[src/rtl/fan_ctrl_pkg.sv]
// -----------------------------------------------------------------------------
// fan_ctrl_pkg
// Shared definitions for the fan controller front end.
//   - fan_state_e   : sampler FSM state encoding
//   - SPI_BITS_DEF  : default raw bits per ADC frame
//   - SCLK_DIV_DEF  : default clk cycles per SCLK half-period
//   - cnt_width()   : counter width able to hold 0..n-1 (never below 1 bit)
// -----------------------------------------------------------------------------
package fan_ctrl_pkg;

    typedef enum logic [2:0] {
        ST_IDLE  = 3'd0,
        ST_SETUP = 3'd1,
        ST_SHIFT = 3'd2,
        ST_HOLD  = 3'd3,
        ST_DONE  = 3'd4
    } fan_state_e;

    localparam int unsigned SPI_BITS_DEF = 32'd8;
    localparam int unsigned SCLK_DIV_DEF = 32'd4;

    // Width of a counter that runs 0..n-1; a single-value counter still gets one bit.
    function automatic int unsigned cnt_width(input int unsigned n);
        int unsigned w;
        if (n > 32'd1) begin
            w = $clog2(n);
        end else begin
            w = 32'd1;
        end
        return w;
    endfunction

endpackage

[src/rtl/fan_adc_sampler_if.sv]
// -----------------------------------------------------------------------------
// fan_adc_sampler_if
// Read-only SPI (mode 0) link between the sampler and the external ADC.
//   adc_csn  : chip select, active low (master -> ADC)
//   adc_sclk : serial clock, idles low    (master -> ADC)
//   adc_miso : serial data, MSB first     (ADC -> master)
// The master modport is used by fan_adc_sampler, the slave modport by an ADC.
// -----------------------------------------------------------------------------
interface fan_adc_sampler_if;

    logic adc_csn;
    logic adc_sclk;
    logic adc_miso;

    modport master (
        output adc_csn,
        output adc_sclk,
        input  adc_miso
    );

    modport slave (
        input  adc_csn,
        input  adc_sclk,
        output adc_miso
    );

endinterface

[src/rtl/fan_spi_rx.sv]
// -----------------------------------------------------------------------------
// fan_spi_rx
// Bit engine for one SPI mode-0 read: generates SPI_BITS SCLK periods, each
// SCLK_DIV cycles low followed by SCLK_DIV cycles high, and shifts MISO in
// MSB first on the cycle SCLK rises. Chip select and frame framing belong to
// the caller.
// Ports:
//   clk_i, rst_i : clock, synchronous active-high reset
//   start_i      : begin a word; accepted only while idle_o is high
//   miso_i       : serial data from the ADC
//   sclk_o       : serial clock (registered, idles low)
//   idle_o       : no word in progress
//   done_o       : one-cycle pulse in the final cycle of the last high phase;
//                  data_o holds the complete word during that cycle
//   data_o       : received word
// -----------------------------------------------------------------------------
module fan_spi_rx
    import fan_ctrl_pkg::*;
#(
    parameter int unsigned SPI_BITS = SPI_BITS_DEF,
    parameter int unsigned SCLK_DIV = SCLK_DIV_DEF
) (
    input  logic                clk_i,
    input  logic                rst_i,
    input  logic                start_i,
    input  logic                miso_i,
    output logic                sclk_o,
    output logic                idle_o,
    output logic                done_o,
    output logic [SPI_BITS-1:0] data_o
);

    localparam int unsigned      DIV_W    = cnt_width(SCLK_DIV);
    localparam int unsigned      BIT_W    = cnt_width(SPI_BITS);
    localparam logic [DIV_W-1:0] DIV_LAST = DIV_W'(SCLK_DIV - 32'd1);
    localparam logic [BIT_W-1:0] BIT_LAST = BIT_W'(SPI_BITS - 32'd1);

    logic                run_q,   run_d;
    logic                sclk_q,  sclk_d;
    logic [DIV_W-1:0]    hcnt_q,  hcnt_d;
    logic [BIT_W-1:0]    bcnt_q,  bcnt_d;
    logic [SPI_BITS-1:0] shreg_q, shreg_d;
    logic                phase_end_s;

    // Half-period boundary and end-of-word decode. done_o is taken from
    // registers only, so the caller can release chip select on the same edge
    // that returns SCLK low.
    always_comb begin
        phase_end_s = run_q && (hcnt_q == DIV_LAST);
        done_o      = phase_end_s && sclk_q && (bcnt_q == BIT_LAST);
    end

    // Next-state logic for SCLK, half-period counter, bit counter and shifter.
    always_comb begin
        run_d   = run_q;
        sclk_d  = sclk_q;
        hcnt_d  = hcnt_q;
        bcnt_d  = bcnt_q;
        shreg_d = shreg_q;
        if (!run_q) begin
            sclk_d = 1'b0;
            if (start_i) begin
                run_d  = 1'b1;
                hcnt_d = '0;
                bcnt_d = '0;
            end else begin
                run_d  = 1'b0;
            end
        end else if (phase_end_s) begin
            hcnt_d = '0;
            sclk_d = ~sclk_q;
            if (!sclk_q) begin
                // Rising edge of SCLK: capture the bit the ADC set up while SCLK was low.
                shreg_d = (shreg_q << 1'b1) | SPI_BITS'(miso_i);
            end else if (bcnt_q == BIT_LAST) begin
                run_d = 1'b0;
            end else begin
                bcnt_d = bcnt_q + BIT_W'(1);
            end
        end else begin
            hcnt_d = hcnt_q + DIV_W'(1);
        end
    end

    // State registers with synchronous reset.
    always_ff @(posedge clk_i) begin
        if (rst_i) begin
            run_q   <= 1'b0;
            sclk_q  <= 1'b0;
            hcnt_q  <= '0;
            bcnt_q  <= '0;
            shreg_q <= '0;
        end else begin
            run_q   <= run_d;
            sclk_q  <= sclk_d;
            hcnt_q  <= hcnt_d;
            bcnt_q  <= bcnt_d;
            shreg_q <= shreg_d;
        end
    end

    assign sclk_o = sclk_q;
    assign idle_o = ~run_q;
    assign data_o = shreg_q;

endmodule

[src/rtl/fan_adc_sampler.sv]
// -----------------------------------------------------------------------------
// fan_adc_sampler
// Front end of the fan controller: triggers an SPI read of an external ADC
// every SAMPLE_PERIOD clk_en_i ticks, averages 2**AVG_LOG2 conversions and
// presents the top ADC_BITWIDTH bits of the sum with a one-cycle strobe.
// Ports:
//   clk_i            : system clock
//   rst_i            : synchronous reset, active high, overrides everything
//   clk_en_i         : tick enable for the sample-period counter only
//   adc_if           : SPI link to the ADC (csn / sclk / miso), master side
//   ADC_value_o      : averaged, truncated sample; holds between strobes
//   dataVaild_STRB_o : one clk_i pulse when ADC_value_o updates
//   busy_o           : a frame is in progress (csn low or in HOLD)
//   overrun_o        : sticky, a trigger arrived while not idle
// -----------------------------------------------------------------------------
module fan_adc_sampler
    import fan_ctrl_pkg::*;
#(
    parameter int unsigned ADC_BITWIDTH  = 32'd4,
    parameter int unsigned SPI_BITS      = SPI_BITS_DEF,
    parameter int unsigned SCLK_DIV      = SCLK_DIV_DEF,
    parameter int unsigned AVG_LOG2      = 32'd2,
    parameter int unsigned SAMPLE_PERIOD = 32'd1000
) (
    input  logic                    clk_i,
    input  logic                    rst_i,
    input  logic                    clk_en_i,
    fan_adc_sampler_if.master       adc_if,
    output logic [ADC_BITWIDTH-1:0] ADC_value_o,
    output logic                    dataVaild_STRB_o,
    output logic                    busy_o,
    output logic                    overrun_o
);

    localparam int unsigned      ACC_W    = SPI_BITS + AVG_LOG2;
    localparam int unsigned      PER_W    = cnt_width(SAMPLE_PERIOD);
    localparam int unsigned      DIV_W    = cnt_width(SCLK_DIV);
    localparam int unsigned      SMP_W    = AVG_LOG2 + 32'd1;
    localparam logic [PER_W-1:0] PER_LAST = PER_W'(SAMPLE_PERIOD - 32'd1);
    localparam logic [DIV_W-1:0] DIV_LAST = DIV_W'(SCLK_DIV - 32'd1);
    localparam logic [SMP_W-1:0] SMP_LAST = SMP_W'((32'd1 << AVG_LOG2) - 32'd1);

    // Period counter
    logic [PER_W-1:0]        per_q, per_d;
    logic                    trig_s;

    // FSM and datapath
    fan_state_e              state_q, state_d;
    logic [DIV_W-1:0]        wait_q,  wait_d;
    logic [SMP_W-1:0]        smp_q,   smp_d;
    logic [ACC_W-1:0]        acc_q,   acc_d;
    logic [ADC_BITWIDTH-1:0] value_q, value_d;
    logic                    strb_q,  strb_d;
    logic                    csn_q,   csn_d;
    logic                    busy_q,  busy_d;
    logic                    ovr_q,   ovr_d;
    logic                    start_s;

    // SPI bit engine
    logic                    rx_sclk_s;
    logic                    rx_idle_s;
    logic                    rx_done_s;
    logic [SPI_BITS-1:0]     rx_data_s;

    fan_spi_rx #(
        .SPI_BITS (SPI_BITS),
        .SCLK_DIV (SCLK_DIV)
    ) u_spi_rx (
        .clk_i   (clk_i),
        .rst_i   (rst_i),
        .start_i (start_s),
        .miso_i  (adc_if.adc_miso),
        .sclk_o  (rx_sclk_s),
        .idle_o  (rx_idle_s),
        .done_o  (rx_done_s),
        .data_o  (rx_data_s)
    );

    // Period counter next state; the wrap cycle is the trigger.
    always_comb begin
        trig_s = clk_en_i && (per_q == PER_LAST);
        if (!clk_en_i) begin
            per_d = per_q;
        end else if (per_q == PER_LAST) begin
            per_d = '0;
        end else begin
            per_d = per_q + PER_W'(1);
        end
    end

    // Period counter register.
    always_ff @(posedge clk_i) begin
        if (rst_i) begin
            per_q <= '0;
        end else begin
            per_q <= per_d;
        end
    end

    // FSM next state, accumulator and output next values.
    always_comb begin
        state_d = state_q;
        wait_d  = wait_q;
        smp_d   = smp_q;
        acc_d   = acc_q;
        value_d = value_q;
        strb_d  = 1'b0;
        csn_d   = csn_q;
        busy_d  = busy_q;
        start_s = 1'b0;

        // A trigger is only consumed in IDLE; anywhere else it is lost and flagged.
        if (trig_s && (state_q != ST_IDLE)) begin
            ovr_d = 1'b1;
        end else begin
            ovr_d = ovr_q;
        end

        case (state_q)
            ST_IDLE: begin
                if (trig_s) begin
                    state_d = ST_SETUP;
                    csn_d   = 1'b0;
                    busy_d  = 1'b1;
                    wait_d  = '0;
                end else begin
                    state_d = ST_IDLE;
                end
            end
            ST_SETUP: begin
                if (wait_q != DIV_LAST) begin
                    wait_d = wait_q + DIV_W'(1);
                end else if (rx_idle_s) begin
                    // Launch the bit engine so its first low phase follows setup directly.
                    start_s = 1'b1;
                    state_d = ST_SHIFT;
                    wait_d  = '0;
                end else begin
                    wait_d  = wait_q;
                end
            end
            ST_SHIFT: begin
                if (rx_done_s) begin
                    state_d = ST_HOLD;
                    csn_d   = 1'b1;
                    acc_d   = acc_q + ACC_W'(rx_data_s);
                end else begin
                    state_d = ST_SHIFT;
                end
            end
            ST_HOLD: begin
                if (wait_q != DIV_LAST) begin
                    wait_d = wait_q + DIV_W'(1);
                end else if (smp_q == SMP_LAST) begin
                    wait_d  = '0;
                    busy_d  = 1'b0;
                    state_d = ST_DONE;
                    // Dropping the low bits of the sum is the divide and the truncation.
                    value_d = acc_q[ACC_W-1 -: ADC_BITWIDTH];
                    strb_d  = 1'b1;
                end else begin
                    wait_d  = '0;
                    busy_d  = 1'b0;
                    smp_d   = smp_q + SMP_W'(1);
                    state_d = ST_IDLE;
                end
            end
            ST_DONE: begin
                acc_d   = '0;
                smp_d   = '0;
                state_d = ST_IDLE;
            end
            default: begin
                state_d = ST_IDLE;
                csn_d   = 1'b1;
                busy_d  = 1'b0;
                acc_d   = '0;
                smp_d   = '0;
            end
        endcase
    end

    // FSM state, accumulator and registered outputs.
    always_ff @(posedge clk_i) begin
        if (rst_i) begin
            state_q <= ST_IDLE;
            wait_q  <= '0;
            smp_q   <= '0;
            acc_q   <= '0;
            value_q <= '0;
            strb_q  <= 1'b0;
            csn_q   <= 1'b1;
            busy_q  <= 1'b0;
            ovr_q   <= 1'b0;
        end else begin
            state_q <= state_d;
            wait_q  <= wait_d;
            smp_q   <= smp_d;
            acc_q   <= acc_d;
            value_q <= value_d;
            strb_q  <= strb_d;
            csn_q   <= csn_d;
            busy_q  <= busy_d;
            ovr_q   <= ovr_d;
        end
    end

    assign adc_if.adc_csn   = csn_q;
    assign adc_if.adc_sclk  = rx_sclk_s;
    assign ADC_value_o      = value_q;
    assign dataVaild_STRB_o = strb_q;
    assign busy_o           = busy_q;
    assign overrun_o        = ovr_q;

endmodule

[src/flat_wrapper.sv]
// flat-port wrapper written by rule: the top's interface ports become plain ports
module fan_adc_sampler_flat import fan_ctrl_pkg::*;
#(
    parameter int unsigned ADC_BITWIDTH  = 32'd4,
    parameter int unsigned SPI_BITS      = SPI_BITS_DEF,
    parameter int unsigned SCLK_DIV      = SCLK_DIV_DEF,
    parameter int unsigned AVG_LOG2      = 32'd2,
    parameter int unsigned SAMPLE_PERIOD = 32'd1000
)
  (clk_i, rst_i, clk_en_i, ADC_value_o, dataVaild_STRB_o, busy_o, overrun_o, adc_if_adc_csn, adc_if_adc_sclk, adc_if_adc_miso);
  fan_adc_sampler_if adc_if_i ();
  input  logic clk_i;
  input  logic rst_i;
  input  logic clk_en_i;
  output logic [ADC_BITWIDTH-1:0] ADC_value_o;
  output logic dataVaild_STRB_o;
  output logic busy_o;
  output logic overrun_o;
  output wire logic [$bits(adc_if_i.adc_csn)-1:0] adc_if_adc_csn;
  output wire logic [$bits(adc_if_i.adc_sclk)-1:0] adc_if_adc_sclk;
  input wire logic [$bits(adc_if_i.adc_miso)-1:0] adc_if_adc_miso;
  assign adc_if_adc_csn = adc_if_i.adc_csn;
  assign adc_if_adc_sclk = adc_if_i.adc_sclk;
  assign adc_if_i.adc_miso = adc_if_adc_miso;
  fan_adc_sampler #(.ADC_BITWIDTH(ADC_BITWIDTH), .SPI_BITS(SPI_BITS), .SCLK_DIV(SCLK_DIV), .AVG_LOG2(AVG_LOG2), .SAMPLE_PERIOD(SAMPLE_PERIOD)) u_core (.clk_i(clk_i), .rst_i(rst_i), .clk_en_i(clk_en_i), .adc_if(adc_if_i), .ADC_value_o(ADC_value_o), .dataVaild_STRB_o(dataVaild_STRB_o), .busy_o(busy_o), .overrun_o(overrun_o));
endmodule
[config.mk]
export PLATFORM = sky130hd
export DESIGN_NAME = fan_adc_sampler_flat
export DESIGN_NICKNAME = d
export VERILOG_FILES = /design/src/rtl/fan_ctrl_pkg.sv /design/src/rtl/fan_adc_sampler_if.sv /design/src/rtl/fan_spi_rx.sv /design/src/rtl/fan_adc_sampler.sv /design/src/flat_wrapper.sv
export SDC_FILE = /design/constraint.sdc
export NUM_CORES = 1
export LEC_CHECK = 0
export BUFFER_PORTS_ARGS = -buffer_cell sky130_fd_sc_hd__buf_2
export CORE_ASPECT_RATIO = 1.25
export CORE_UTILIZATION = 65
export DETAILED_ROUTE_END_ITERATION = 10
export PLACE_DENSITY_LB_ADDON = 0.25
export SLEW_MARGIN = 20
export SYNTH_ARGS = -nofsm -noshare
export SYNTH_HDL_FRONTEND = slang
export SYNTH_HIERARCHICAL = 1
export SYNTH_SLANG_ARGS = --single-unit
[constraint.sdc]
create_clock -name clk_i -period 4.04 [get_ports clk_i]
set_input_delay 0.404 -clock clk_i [delete_from_list [all_inputs] [get_ports clk_i]]
set_output_delay 0.404 -clock clk_i [all_outputs]
set_load 0.1 [all_outputs]
Word level (Yosys, flattened, before mapping)
Index checks and enable logic that the tools add are counted.
{"block": "totals", "ff_bits": 51, "word_cells": 114, "input_bits": 4}
{"block": "classes", "mux": 41, "reduce_logical": 24, "n_bitwise": 9, "eq_ne": 19, "addsub": 6}
{"cell": "$mux 3", "count": 11}
{"cell": "$reduce_and 3->1", "count": 7}
{"cell": "$mux 10", "count": 2}
{"cell": "$pmux 10 s2", "count": 1}
{"cell": "$mux 1", "count": 15}
{"cell": "$reduce_or 3->1", "count": 5}
{"cell": "$mux 2", "count": 7}
{"cell": "$ne 2x2->1 const B", "count": 6}
{"cell": "$pmux 3 s4", "count": 1}
{"cell": "$add 10x1->10 const B", "count": 1}
{"cell": "$add 10x8->10", "count": 1}
{"cell": "$eq 10x10->1 const B", "count": 1}
{"cell": "$eq 3x2->1 const B", "count": 3}
{"cell": "$ne 2x1->1 const B", "count": 4}
{"cell": "$not 1->1", "count": 8}
{"cell": "$or 8x1->8", "count": 1}
{"cell": "$add 3x1->3 const B", "count": 2}
{"cell": "$eq 3x3->1 const B", "count": 2}
{"cell": "$pmux 1 s3", "count": 2}
{"cell": "$pmux 2 s3", "count": 1}
{"cell": "$pmux 3 s2", "count": 1}
{"cell": "$reduce_bool 3->1", "count": 2}
{"cell": "$logic_and 1x1->1", "count": 5}
{"cell": "$add 2x1->2 const B", "count": 2}
{"cell": "8 further kinds", "count": 8}

Depth between registers and ports, before layout
Gate-level depths: netlist of run 1.
{"block": "logic_depth", "ltp_word": 6, "mapped_depth": 9, "depth_no_buf": 8}

By module
Netlist of run 1, hierarchy kept.
{"mod": "fan_adc_sampler", "cells_per_inst": 221, "n_inst": 1, "area_per_inst_um2": 1879.3}
{"mod": "fan_spi_rx", "cells_per_inst": 72, "n_inst": 1, "area_per_inst_um2": 623.1}

Worst setup path before layout of run 1
OpenSTA, ideal clock, no wires.
{"block": "synth_path", "path_kind": "register to register", "startpoint": "register u_core.u_spi_rx.sclk_q, in the netlist u_core/u_spi_rx/sclk_o", "endpoint": "register u_core.acc_q[9]", "path_stages_with_launch": 7, "arrival_ns": 2.165, "setup_ns": 0.124, "required_time_ns": 3.916, "slack_ns": 1.751, "cell_sequence": "dfxtp_1 and4_1 nor2b_1 and2_1 clkbuf_1 o221ai_1 mux2i_1"}
{"block": "synth_between", "elab_chain_len": 4}
{"item": "from (decl)", "line_no": "fan_spi_rx.sv:39", "rtl": "logic sclk_q, sclk_d;"}
{"item": "from (signal assigned)", "line_no": "fan_spi_rx.sv:95", "rtl": "sclk_q <= sclk_d;"}
{"item": "$logic_and 1x1->1 (2 in a row)", "line_no": "fan_spi_rx.sv:50", "rtl": "done_o = phase_end_s && sclk_q && (bcnt_q == BIT_LAST);"}
{"item": "net u_core.rx_done_s", "line_no": "fan_adc_sampler.sv:62", "rtl": "logic rx_done_s;"}
{"item": "$ne 2x1->1 (no source line)"}
{"item": "$reduce_and 2->1 (no source line)"}
{"item": "to (signal assigned)", "line_no": "fan_adc_sampler.sv:189", "rtl": "acc_q <= '0;"}
{"item": "to (signal assigned)", "line_no": "fan_adc_sampler.sv:199", "rtl": "acc_q <= acc_d;"}
{"item": "to (decl)", "line_no": "fan_adc_sampler.sv:51", "rtl": "logic [ACC_W-1:0] acc_q, acc_d;"}
The timed path passes the listed nets, and every way through them passes these cells.
A chain may end at the register's enable or synchronous reset.

Worst setup path in the final report of run 1
{"block": "layout_path", "startpoint": "register u_core.u_spi_rx.hcnt_q[0]", "endpoint": "register u_core.acc_q[6]"}
{"block": "layout_between", "elab_chain_len": 6}
{"item": "from (decl)", "line_no": "fan_spi_rx.sv:40", "rtl": "logic [DIV_W-1:0] hcnt_q, hcnt_d;"}
{"item": "from (signal assigned)", "line_no": "fan_spi_rx.sv:96", "rtl": "hcnt_q <= hcnt_d;"}
{"item": "$eq 2x2->1", "line_no": "fan_spi_rx.sv:49", "rtl": "phase_end_s = run_q && (hcnt_q == DIV_LAST);"}
{"item": "$logic_and 1x1->1", "line_no": "fan_spi_rx.sv:49"}
{"item": "$logic_and 1x1->1 (2 in a row)", "line_no": "fan_spi_rx.sv:50"}
{"item": "net u_core.rx_done_s", "line_no": "fan_adc_sampler.sv:62"}
{"item": "$ne 2x1->1 (no source line)"}
{"item": "$reduce_and 2->1 (no source line)"}
The timed path passes the listed nets, and every way through them passes these cells.

==> results by group, run 1 <==
Layout
  • Fin nets: 319
  • Post-route cell area: 2650 sq um
  • Most common cell after layout, fill and taps aside: dfxtp_1
  • Commonest cells after routing, fill and taps aside: dfxtp_1, nand2_1, nor2_1
  • # diodes: 0
  • Share of layout cells above drive strength 1: 9.00%
  • Synthesis-to-finish area growth: 5.75%
  • Non-filler instance count after layout: 339

Detailed routing
  • Post-route ant nets: 0
  • DR iter-0 viols: 87
  • Total iterations of the first detailed-routing run: 4
  • Wirelength, routed: 4540 um
  • Drt drc: 0
  • Vias: 2030
  • Wire per inst: 13.4 um
  • Vias per cell: 5.99

STA
  • Worst slew pin tran: 0.601 ns
  • Setup-failing EPs final: 0
  • Final period demand of the worst path: 2.17 ns
  • Final Cycle Share: 53.7%
  • Slew Limit Fails: 0
  • Final hold vios: 0
  • Max Freq: 461 MHz
  • Worst Skew: 0.00720 ns
  • Slew HR: 59.8%
  • RSZ-0062 raised after global routing: false
  • Fin Setup TNS: 0 ns
  • Fin worst setup slack: 1.87 ns
  • Hold WS: 0.340 ns

Run
  • Max Cap Viol: 0

Worst setup path
  • Crit path required time: 4.29 ns
  • Critical-path top delay cell: or4_1
  • Critical path peak fanout: 15
  • Crit path arrival time: 2.42 ns
  • CP max stage delay: 0.57 ns
  • CP Capture Type: flop
  • CP startpoint kind: flop
  • Worst-path cell chain: ha_1 -> and4_1 -> nor2b_1 -> nand2_1 -> or4_1 -> nand3_1
  • CP Class: flop to flop

Synthesis
  • Synth cell types: 52
  • YS warnings: 6
  • Seq/Total Area, Yosys: 40.8%
  • Synth Instances: 293
  • Area contributors post-synth: dfxtp_1, ha_1, nand2_1
  • Top cell type's share of synthesized area: 40.8%
  • Mapped Nets: 313
  • Asr flop ratio synth: 0%
  • Cell Area, Synth: 2500 sq um
  • Dominant synthesized flop cell: dfxtp_1
  • #FFs+latches synth: 51
  • Post-synth EDFFs: 0
  • Cell accounting for the most synthesized area: dfxtp_1
  • Synthesized area per cell: 8.54 sq um

Place
  • Dpl hpwl: 3210 um
  • RD Place Congestion: 0.883
  • DP Cell Count: 331
  • Pre-CTS setup slack: 1.90 ns
  • I/O Buffers: 12
  • Placed cell areas: 2550 sq um

Power and ir drop
  • Comb pwr share: 4.4%
  • Leak: 0.989 nW
  • Net switching power: 191 uW
  • Power density over the cells: 327 nW/um^2
  • Sequential power share: 59.2%
  • Internal power: 674 uW
  • Clock power share: 36.4%
  • Maximum vdd ir drop: 249 uV
  • Switching portion of total power: 22.1%

CTS
  • Clk pin slew, worst setup/hold paths: 0.09 ns
  • Clk root buf: clkbuf_8
  • H-tree levels: 2
  • Setup bufs post-CTS: 0
  • CTS sink cnt: 51
  • Clk_lat worst skew: 0.30 ns
  • CTS tree: done
  • Cts repair resizes: 0
  • Cts bufs inserted: 5
  • Hold Buf Count CTS: 0
  • Clock Path Buffers: 2

Global routing
  • First-pass GRT wire length: 8180 um
  • GRT Overall Usage: 25.2%
  • Total gr overflow: 0
  • Vias in the first global route: 2010
  • Initial antenna violation count: 0
  • Largest net degree at the start of global routing: 36

Floorplanning
  • Core Region: 3570 sq um
  • Rows: 24
  • Starting Density: 70.0%
  • Die width: 57.5 um
  • Die ar.: 4100 sq um
  • I/O pin count: 13
  • Die Y: 71.4 um

Min path
  • Hold Path Class: input pin to flop

Run status
  • Outcome: finished, final reports clean
-- critical path: cells and delay by family, from the launching register on --
family	cells	cell delay, ns
and+or+nand+nor	5	1.46
DFF	1	0.36
adders and majority gates	1	0.30
-- synthesized netlist by cell type, types with 2 or more instances --
library cell  instances
nand3_1              11
and3_1                2
a31oi_1               2
and4_1                2
nand3b_1              4
nor2b_1               5
clkbuf_1              9
nand2b_1              3
buf_4                 2
nand2_1              42
xor2_1                3
nand4b_1              2
a211oi_1              4
a21oi_1              23
o21ai_0               8
or2_2                 2
nor3_1                8
o21a_1                3
mux2i_1               8
xnor2_1               9
nor4_1                3
and2_1                2
ha_1                 15
nand4_1               3
o31a_1                2
inv_1                10
or3_1                 3
dfxtp_1              51
nor2_1               29
-- kinds of logic (layout without fill, tap and decap cells) --
kind of cell	after synthesis	count (layout)	synth area share [%]
flops	51	51	40.8
mux	8	8	3.20
simple gates	130	130	26.1
fa+ha+maj	16	16	8.30
xor+xnor	12	12	4.20
buf+inv	23	30	4.10
compound gates	53	53	13.3
-- path summary, 6_finish.rpt --
kind                                           from                                      to  slack [ns]  depth (start not counted)
min reg2reg            u_core/smp_q[1]$_SDFFE_PP0P_            u_core/smp_q[1]$_SDFFE_PP0P_        0.47                          2
max reg2reg  u_core/u_spi_rx/hcnt_q[0]$_SDFFE_PP0P_            u_core/acc_q[6]$_SDFFE_PP0P_        1.87                          6
min                                 adc_if_adc_miso  u_core/u_spi_rx/data_o[0]$_SDFFE_PP0P_        0.34                          3
max          u_core/u_spi_rx/hcnt_q[0]$_SDFFE_PP0P_            u_core/acc_q[6]$_SDFFE_PP0P_        1.87                          6
-- final cells by class --
type | count | area [sq um]
well taps | 39 | 48.8
flip-flops and latches | 51 | 1020
clock buffers | 8 | 100
fillers | 292 | 927
inverters | 10 | 37.5
repair buffers | 12 | 60.1
multi-input cells | 219 | 1380
-- sequential cells by signal, summed over array words and instances (netlist names) --
signal and cells:
u_core/smp_q 3, u_core/overrun_o 1, u_core/wait_q 2, u_core/acc_q 10, u_core/dataVaild_STRB_o 1, u_core/per_q 10, u_core/u_spi_rx/hcnt_q 2, u_core/u_spi_rx/sclk_o 1
u_core/adc_if.adc_csn 1, u_core/state_q 3, u_core/u_spi_rx/data_o 8, u_core/busy_o 1, u_core/ADC_value_o 4, u_core/u_spi_rx/bcnt_q 3, u_core/u_spi_rx/run_q 1
-- metrics by stage --
step           power [mW]  util, %
2_1_floorplan       0.553        -
4_1_cts             0.874     74.1
3_3_place_gp        0.561     71.3
3_5_place_dp        0.562     71.3
5_1_grt             0.897     74.1
6_report            0.864     74.1
-- per-layer routing --
layer	vias to the layer above	track usage, %	routed length (um)
met2	36	45.5	2280
li1	1034	-	-
met4	0	11.1	63
met5	-	0	0
met1	954	27.6	2000
met3	6	6.14	187
-- power groups by stage --
stage | clock (mW) | sequential [mW] | combinational (mW)
2_1_floorplan | 0 | 0.535 | 0.0183
3_3_place_gp | 0 | 0.523 | 0.0375
3_5_place_dp | 0 | 0.523 | 0.0383
4_1_cts | 0.325 | 0.512 | 0.0384
5_1_grt | 0.344 | 0.512 | 0.0411
6_report | 0.314 | 0.512 | 0.0383
No activity file was read; power rests on OpenSTA's default activity.
==> run 2, diff against run 1 <==
--- a/config.mk
+++ b/config.mk
@@ -7,7 +7,7 @@
 export LEC_CHECK = 0
 export BUFFER_PORTS_ARGS = -buffer_cell sky130_fd_sc_hd__buf_2
 export CORE_ASPECT_RATIO = 1.25
-export CORE_UTILIZATION = 65
+export CORE_UTILIZATION = 54
 export DETAILED_ROUTE_END_ITERATION = 10
 export PLACE_DENSITY_LB_ADDON = 0.25
 export SLEW_MARGIN = 20
==> constraint.sdc (replaced) <==
create_clock -name clk_i -period 1.8 [get_ports clk_i]
set_input_delay 0.18 -clock clk_i [delete_from_list [all_inputs] [get_ports clk_i]]
set_output_delay 0.18 -clock clk_i [all_outputs]
set_load 0.1 [all_outputs]
==> run 2 against run 1 <==
Effect of this change: register-to-register slack worse by 1.9 ns; setup slack worse by 1.9 ns; sequential power grew 120%; die area rose by 20%.
==> results by group, run 2 (synthesis gave the netlist of run 1 again) <==
STA
  • Max Freq: 557 MHz (was 461 MHz)
  • Setup-failing EPs final: 0 (unchanged)
  • Slew Limit Fails: 0 (unchanged)
  • Final hold vios: 0 (unchanged)
  • Fin Setup TNS: 0 ns (unchanged)
  • Final Cycle Share: 99.8% (was 53.7%)
  • RSZ-0062 raised after global routing: true (was false)
  • Slew HR: 67.5% (was 59.8%)
  • Worst slew pin tran: 0.490 ns (was 0.601 ns)
  • Final period demand of the worst path: 1.80 ns (was 2.17 ns)
  • Worst Skew: 0.0123 ns (was 0.00720 ns)

Worst setup path
  • Reg2Reg Depth: 8 (was 6)
  • Reg2reg start: u_core/u_spi_rx/data_o[0]$_SDFFE_PP0P_ (was u_core/u_spi_rx/hcnt_q[0]$_SDFFE_PP0P_)
  • Critical path peak fanout: 3 (was 15)
  • Worst setup path endpoint: u_core/acc_q[6]$_SDFFE_PP0P_ (unchanged)
  • Crit path required time: 2.05 ns (was 4.29 ns)
  • Worst-path cell chain: ha_4 -> inv_2 -> fa_2 -> nor2b_2 -> o31a_1 -> o21ai_1 -> or4_1 -> nand3_1 (was ha_1 -> and4_1 -> nor2b_1 -> nand2_1 -> or4_1 -> nand3_1)
  • Crit path arrival time: 2.05 ns (was 2.42 ns)
  • Reg2reg setup slack: 0.003 ns (was 1.87 ns)
  • CP Capture Type: flop (unchanged)
  • Setup crit start: u_core/u_spi_rx/data_o[0]$_SDFFE_PP0P_ (was u_core/u_spi_rx/hcnt_q[0]$_SDFFE_PP0P_)
  • Critical R2R Capture: u_core/acc_q[6]$_SDFFE_PP0P_ (unchanged)
  • CP Class: flop to flop (unchanged)
  • CP max stage delay: 0.40 ns (was 0.57 ns)
  • Critical-path top delay cell: or4_1 (unchanged)
  • CP startpoint kind: flop (unchanged)

Place
  • I/O Buffers: 12 (unchanged)
  • Placed cell areas: 2780 sq um (was 2550 sq um)
  • Dpl hpwl: 3580 um (was 3210 um)
  • RD Place Congestion: 0.812 (was 0.883)

CTS
  • H-tree levels: 2 (unchanged)
  • CTS tree: done (unchanged)
  • Clk pin slew, worst setup/hold paths: 0.09 ns (about the same)
  • CTS sink cnt: 51 (unchanged)
  • Clk_lat worst skew: 0.30 ns (about the same)
  • Clk root buf: clkbuf_8 (unchanged)
  • Clock Path Buffers: 2 (unchanged)
  • Cts bufs inserted: 5 (unchanged)
  • Hold Buf Count CTS: 0 (unchanged)

Power and ir drop
  • Maximum vdd ir drop: 478 uV (was 249 uV)
  • Leak: 1.14 nW (was 0.989 nW)
  • Power density over the cells: 659 nW/um^2 (was 327 nW/um^2)

Layout
  • Fin nets: 349 (was 319)
  • Fillers: 361 (was 292)
  • Synthesis-to-finish area growth: 18.8% (was 5.75%)
  • Post-route cell area: 2970 sq um (was 2650 sq um)
  • Share of layout cells above drive strength 1: 24.2% (was 9.00%)
  • Util after Layout: 67.2% (was 74.1%)
  • Commonest cells after routing, fill and taps aside: dfxtp_1, nand2_1, buf_4 (was dfxtp_1, nand2_1, nor2_1)
  • # diodes: 0 (unchanged)

Min path
  • Hold Startpoint: adc_if_adc_miso (unchanged)
  • Hold Path Class: input pin to flop (unchanged)

Detailed routing
  • Vias: 2116 (was 2030)
  • Total iterations of the first detailed-routing run: 5 (was 4)
  • Vias per cell: 5.45 (was 5.99)
  • DR iter-0 viols: 118 (was 87)
  • Post-route ant nets: 0 (unchanged)
  • Wirelength, routed: 4950 um (was 4540 um)
  • Wire per inst: 12.8 um (was 13.4 um)
  • Drt drc: 0 (unchanged)

Floorplanning
  • Die Y: 78.1 um (was 71.4 um)
  • I/O pin count: 13 (unchanged)
  • Core Region: 4430 sq um (was 3570 sq um)
  • Die ar.: 4910 sq um (was 4100 sq um)
  • Die width: 62.9 um (was 57.5 um)
  • Starting Density: 56.5% (was 70.0%)
  • Rows: 27 (was 24)

Global routing
  • Largest net degree at the start of global routing: 34 (was 36)
  • GRT Overall Usage: 21.4% (was 25.2%)
  • First-pass GRT wire length: 8390 um (was 8180 um)
  • Total gr overflow: 0 (unchanged)
  • Vias in the first global route: 1972 (was 2010)
  • Initial antenna violation count: 0 (unchanged)

Run
  • Max Cap Viol: 0 (unchanged)

Run status
  • Outcome: finished, final reports clean (unchanged)
## run 2: cell count changes in the layout (fill, tap and decap cells not counted), moves of 2 or more
| cell | change |
|---|---|
| ha_1 | -3 |
| ha_4 | +2 |
| nor2b_1 | -2 |
| buf_4 | +30 |
| dfxtp_1 | -10 |
| dfxtp_2 | +9 |
## run 2: cell type report
cell class                 count  area (sq um)  share of cell area [%]
multi-input combinational    219          1440                    48.5
sequential                    51          1040                    34.8
timing repair buffer          42           285                    9.59
clock buffer                   8           100                    3.37
tap                           58          72.6                    2.44
inverter                      10          37.5                    1.26
## run 2: repair_timing
item / in CTS / in global routing
pin swaps: 1 / 3
setup endpoints to repair: 13 / 21
gates resized for setup: 8 / 14
buffers inserted: 0 / 3
gates cloned: 0 / 0
## run 2: per-layer routing
metal | global-route usage (%) | share of wire [%]
met5 | 0 | 0
met4 | 8.37 | 0.81
met3 | 4.36 | 2.3
met2 | 38.4 | 52
met1 | 24.5 | 45
## run 2: worst min-delay path by stage
stage | end | cells past startpoint
after CTS | u_core/u_spi_rx/data_o[0]$_SDFFE_PP0P_ | 3
after detailed placement | u_core/u_spi_rx/data_o[0]$_SDFFE_PP0P_ | 3
after global routing | u_core/u_spi_rx/data_o[0]$_SDFFE_PP0P_ | 3
final | u_core/u_spi_rx/data_o[0]$_SDFFE_PP0P_ | 3
after floorplan | u_core/u_spi_rx/sclk_o$_SDFFE_PP0P_ | 1
after global placement | u_core/u_spi_rx/data_o[0]$_SDFFE_PP0P_ | 3
## run 2: metrics by stage
step / cells / setup slack, ns / hold slack, ns / total power [mW]
6_report: 388 / 0.00318 / 0.102 / 1.96
3_5_place_dp: 377 / -0.0905 / 0.420 / 1.27
5_1_grt: 388 / -0.114 / 0.104 / 2.03
4_1_cts: 385 / -0.0262 / 0.0921 / 1.97
3_3_place_gp: 377 / -0.0266 / 0.428 / 1.27
2_1_floorplan: 293 / 0.00676 / 0.247 / 1.24
## run 2: critical path: cells and delay by family (launching register included)
family | cells | cell delay [ns]
AOI/OAI and AO/OA | 2 | 0.26
adders and majority gates | 2 | 0.47
and+or+nand+nor | 3 | 0.62
DFF | 1 | 0.36
buffers and inverters | 1 | 0.03
## run 2: power by group
part	switching (mW)	internal, mW
clock network	0.359	0.351
logic	0.0678	0.0335
registers	0.0107	1.14
total	0.437	1.52
==> run 3, diff against run 2 <==
--- a/config.mk
+++ b/config.mk
@@ -7,7 +7,8 @@
 export LEC_CHECK = 0
 export BUFFER_PORTS_ARGS = -buffer_cell sky130_fd_sc_hd__buf_2
 export CORE_ASPECT_RATIO = 1.25
-export CORE_UTILIZATION = 54
+export CORE_UTILIZATION = 55
+export CTS_BUF_LIST = sky130_fd_sc_hd__clkbuf_8
 export DETAILED_ROUTE_END_ITERATION = 10
 export PLACE_DENSITY_LB_ADDON = 0.25
 export SLEW_MARGIN = 20
==> run 3 against run 2 <==
Effect of this change: the flow now finishes with violations (setup timing); maximum frequency decreased by 2.3%; hold slack better by 0.0014 ns; sequential cell count did not move; largest cell class unchanged; highest routed layer unchanged.
==> results by group, run 3 (synthesis gave the netlist of run 1 again) <==
Global routing
  • Vias in the first global route: 2016 (was 1972)
  • Total gr overflow: 0 (unchanged)
  • Initial antenna violation count: 0 (unchanged)
  • GRT Overall Usage: 22.1% (was 21.4%)
  • Largest net degree at the start of global routing: 34 (unchanged)
  • First-pass GRT wire length: 8600 um (was 8390 um)

Layout
  • Synthesis-to-finish area growth: 17.4% (was 18.8%)
  • Most common cell after layout, fill and taps aside: dfxtp_1
  • Fin nets: 347 (was 349)
  • Share of layout cells above drive strength 1: 22.3% (was 24.2%)
  • Commonest cells after routing, fill and taps aside: dfxtp_1, nand2_1, nor2_1 (was dfxtp_1, nand2_1, buf_4)
  • # diodes: 0 (unchanged)
  • Fillers: 375 (was 361)
  • Util after Layout: 66.9% (was 67.2%)

Floorplanning
  • Die ar.: 4830 sq um (was 4910 sq um)
  • Rows: 27 (unchanged)
  • Core Region: 4390 sq um (was 4430 sq um)
  • Die Y: 77.4 um (was 78.1 um)
  • Starting Density: 57.0% (was 56.5%)
  • I/O pin count: 13 (unchanged)
  • Die width: 62.3 um (was 62.9 um)

Run status
  • Outcome: finished, violations left (was finished, final reports clean)
  • Failing checks: setup timing

Worst setup path
  • Critical path peak fanout: 3 (unchanged)
  • Top delay family on crit path: simple AND/OR/NAND/NOR gates (unchanged)
  • Worst-path cell chain: ha_4 -> inv_2 -> fa_2 -> nor2b_2 -> o31a_1 -> o21ai_1 -> or4_1 -> nand3_1 (unchanged)
  • Critical-path top delay cell: or4_1 (unchanged)
  • CP max stage delay: 0.40 ns (about the same)
  • CP Capture Type: flop (unchanged)
  • Crit path arrival time: 2.09 ns (was 2.05 ns)
  • Worst Path Buf+Inv: 1 (unchanged)
  • Crit path required time: 2.05 ns (about the same)
  • CP Class: flop to flop (unchanged)
  • CP startpoint kind: flop (unchanged)

Detailed routing
  • Wirelength, routed: 4890 um (was 4950 um)
  • Wire per inst: 12.7 um (was 12.8 um)
  • Post-route ant nets: 0 (unchanged)
  • DR iter-0 viols: 139 (was 118)
  • Drt drc: 0 (unchanged)
  • Vias per cell: 5.44 (was 5.45)
  • Total iterations of the first detailed-routing run: 4 (was 5)
  • Vias: 2099 (was 2116)

STA
  • Fin worst setup slack: -0.0393 ns (was 0.00318 ns)
  • RSZ-0062 raised after global routing: true (unchanged)
  • Slew HR: 67.3% (was 67.5%)
  • Slew Limit Fails: 0 (unchanged)
  • Hold WS: 0.103 ns (was 0.102 ns)
  • Fin Setup TNS: -0.0393 ns (was 0 ns)
  • Final period demand of the worst path: 1.84 ns (was 1.80 ns)
  • Worst Skew: 0.00861 ns (was 0.0123 ns)
  • Worst slew pin tran: 0.494 ns (was 0.490 ns)
  • Max Freq: 544 MHz (was 557 MHz)
  • Final Cycle Share: 102% (was 99.8%)
  • Final hold vios: 0 (unchanged)
  • Setup-failing EPs final: 1 (was 0)

Place
  • Dpl hpwl: 3640 um (was 3580 um)
  • I/O Buffers: 12 (unchanged)
  • RD Place Congestion: 0.799 (was 0.812)
  • Pre-CTS setup slack: -0.0751 ns (was -0.0905 ns)

CTS
  • Clk pin slew, worst setup/hold paths: 0.09 ns (about the same)
  • CTS sink cnt: 51 (unchanged)
  • Cts bufs inserted: 5 (unchanged)
  • H-tree levels: 2 (unchanged)
  • CTS tree: done (unchanged)
  • Clk root buf: clkbuf_8 (unchanged)
  • Clk_lat worst skew: 0.30 ns (about the same)
  • Clock Path Buffers: 2 (unchanged)

Run
  • Max Cap Viol: 0 (unchanged)

Power and ir drop
  • Power density over the cells: 636 nW/um^2 (was 659 nW/um^2)
  • Leak: 1.14 nW (about the same)
  • Pwr Total: 1.87 mW (was 1.96 mW)
  • Maximum vdd ir drop: 464 uV (was 478 uV)

Min path
  • Hold Path Class: input pin to flop (unchanged)
-- run 3: layout make-up --
class | instances | area [sq um] | area share (%)
clock inverters | 3 | 12.5 | 0.426
repair buffers | 40 | 270 | 9.20
well taps | 58 | 72.6 | 2.47
inverters | 10 | 37.5 | 1.28
flip-flops and latches | 51 | 1030 | 35.2
clock buffers | 5 | 68.8 | 2.34
multi-input cells | 219 | 1440 | 49.1
-- run 3: final timing paths --
kind	from	end	slack, ns	depth (start not counted)
max	u_core/acc_q[0]$_SDFFE_PP0P_	u_core/acc_q[6]$_SDFFE_PP0P_	-0.04	8
min	adc_if_adc_miso	u_core/u_spi_rx/data_o[0]$_SDFFE_PP0P_	0.10	3
max reg2reg	u_core/acc_q[0]$_SDFFE_PP0P_	u_core/acc_q[6]$_SDFFE_PP0P_	-0.04	8
min reg2reg	u_core/acc_q[3]$_SDFFE_PP0P_	u_core/acc_q[3]$_SDFFE_PP0P_	0.46	2
-- run 3: stage by stage --
| step | cell area (sq um) | instances |
|---|---|---|
| detailed placement | 2780 | 377 |
| global placement | 2780 | 377 |
| finish | 2940 | 386 |
| global route | 2940 | 386 |
| CTS | 2920 | 386 |
| floorplan | 2510 | 293 |
-- run 3: report_power, final --
group	total (mW)	internal [mW]	switching (mW)	leakage [nW]
Combinational	0.105	0.0344	0.0706	0.672
Sequential	1.15	1.14	0.0113	0.416
Clock	0.614	0.262	0.352	0.0505
Total	1.87	1.43	0.434	1.14
-- run 3: worst reg2reg max path, delay by kind of cell, from the launching register on --
kind | cells | cell delay [ns]
AND/OR/NAND/NOR | 3 | 0.61
flip-flops | 1 | 0.36
adder cells (fa/ha/maj) | 2 | 0.50
buffers and inverters | 1 | 0.03
AO/OA/AOI/OAI | 2 | 0.29
-- run 3: repair_timing --
| action | 4_1_cts | 5_1_grt |
|---|---|---|
| hold endpoints to repair | 0 | 0 |
| setup buffers | 1 | 0 |
| hold buffers | 0 | 0 |
| gates resized for setup | 13 | 6 |
| setup endpoints to repair | 12 | 11 |
| pin swaps | 7 | 1 |
-- run 3: per-layer routing --
layer	global-route usage [%]	vias up	routed length (um)
met4	8.37	0	70
met5	0	-	0
met3	4.26	5	103
met1	23.9	987	2100
met2	41.9	15	2610
li1	-	1092	-
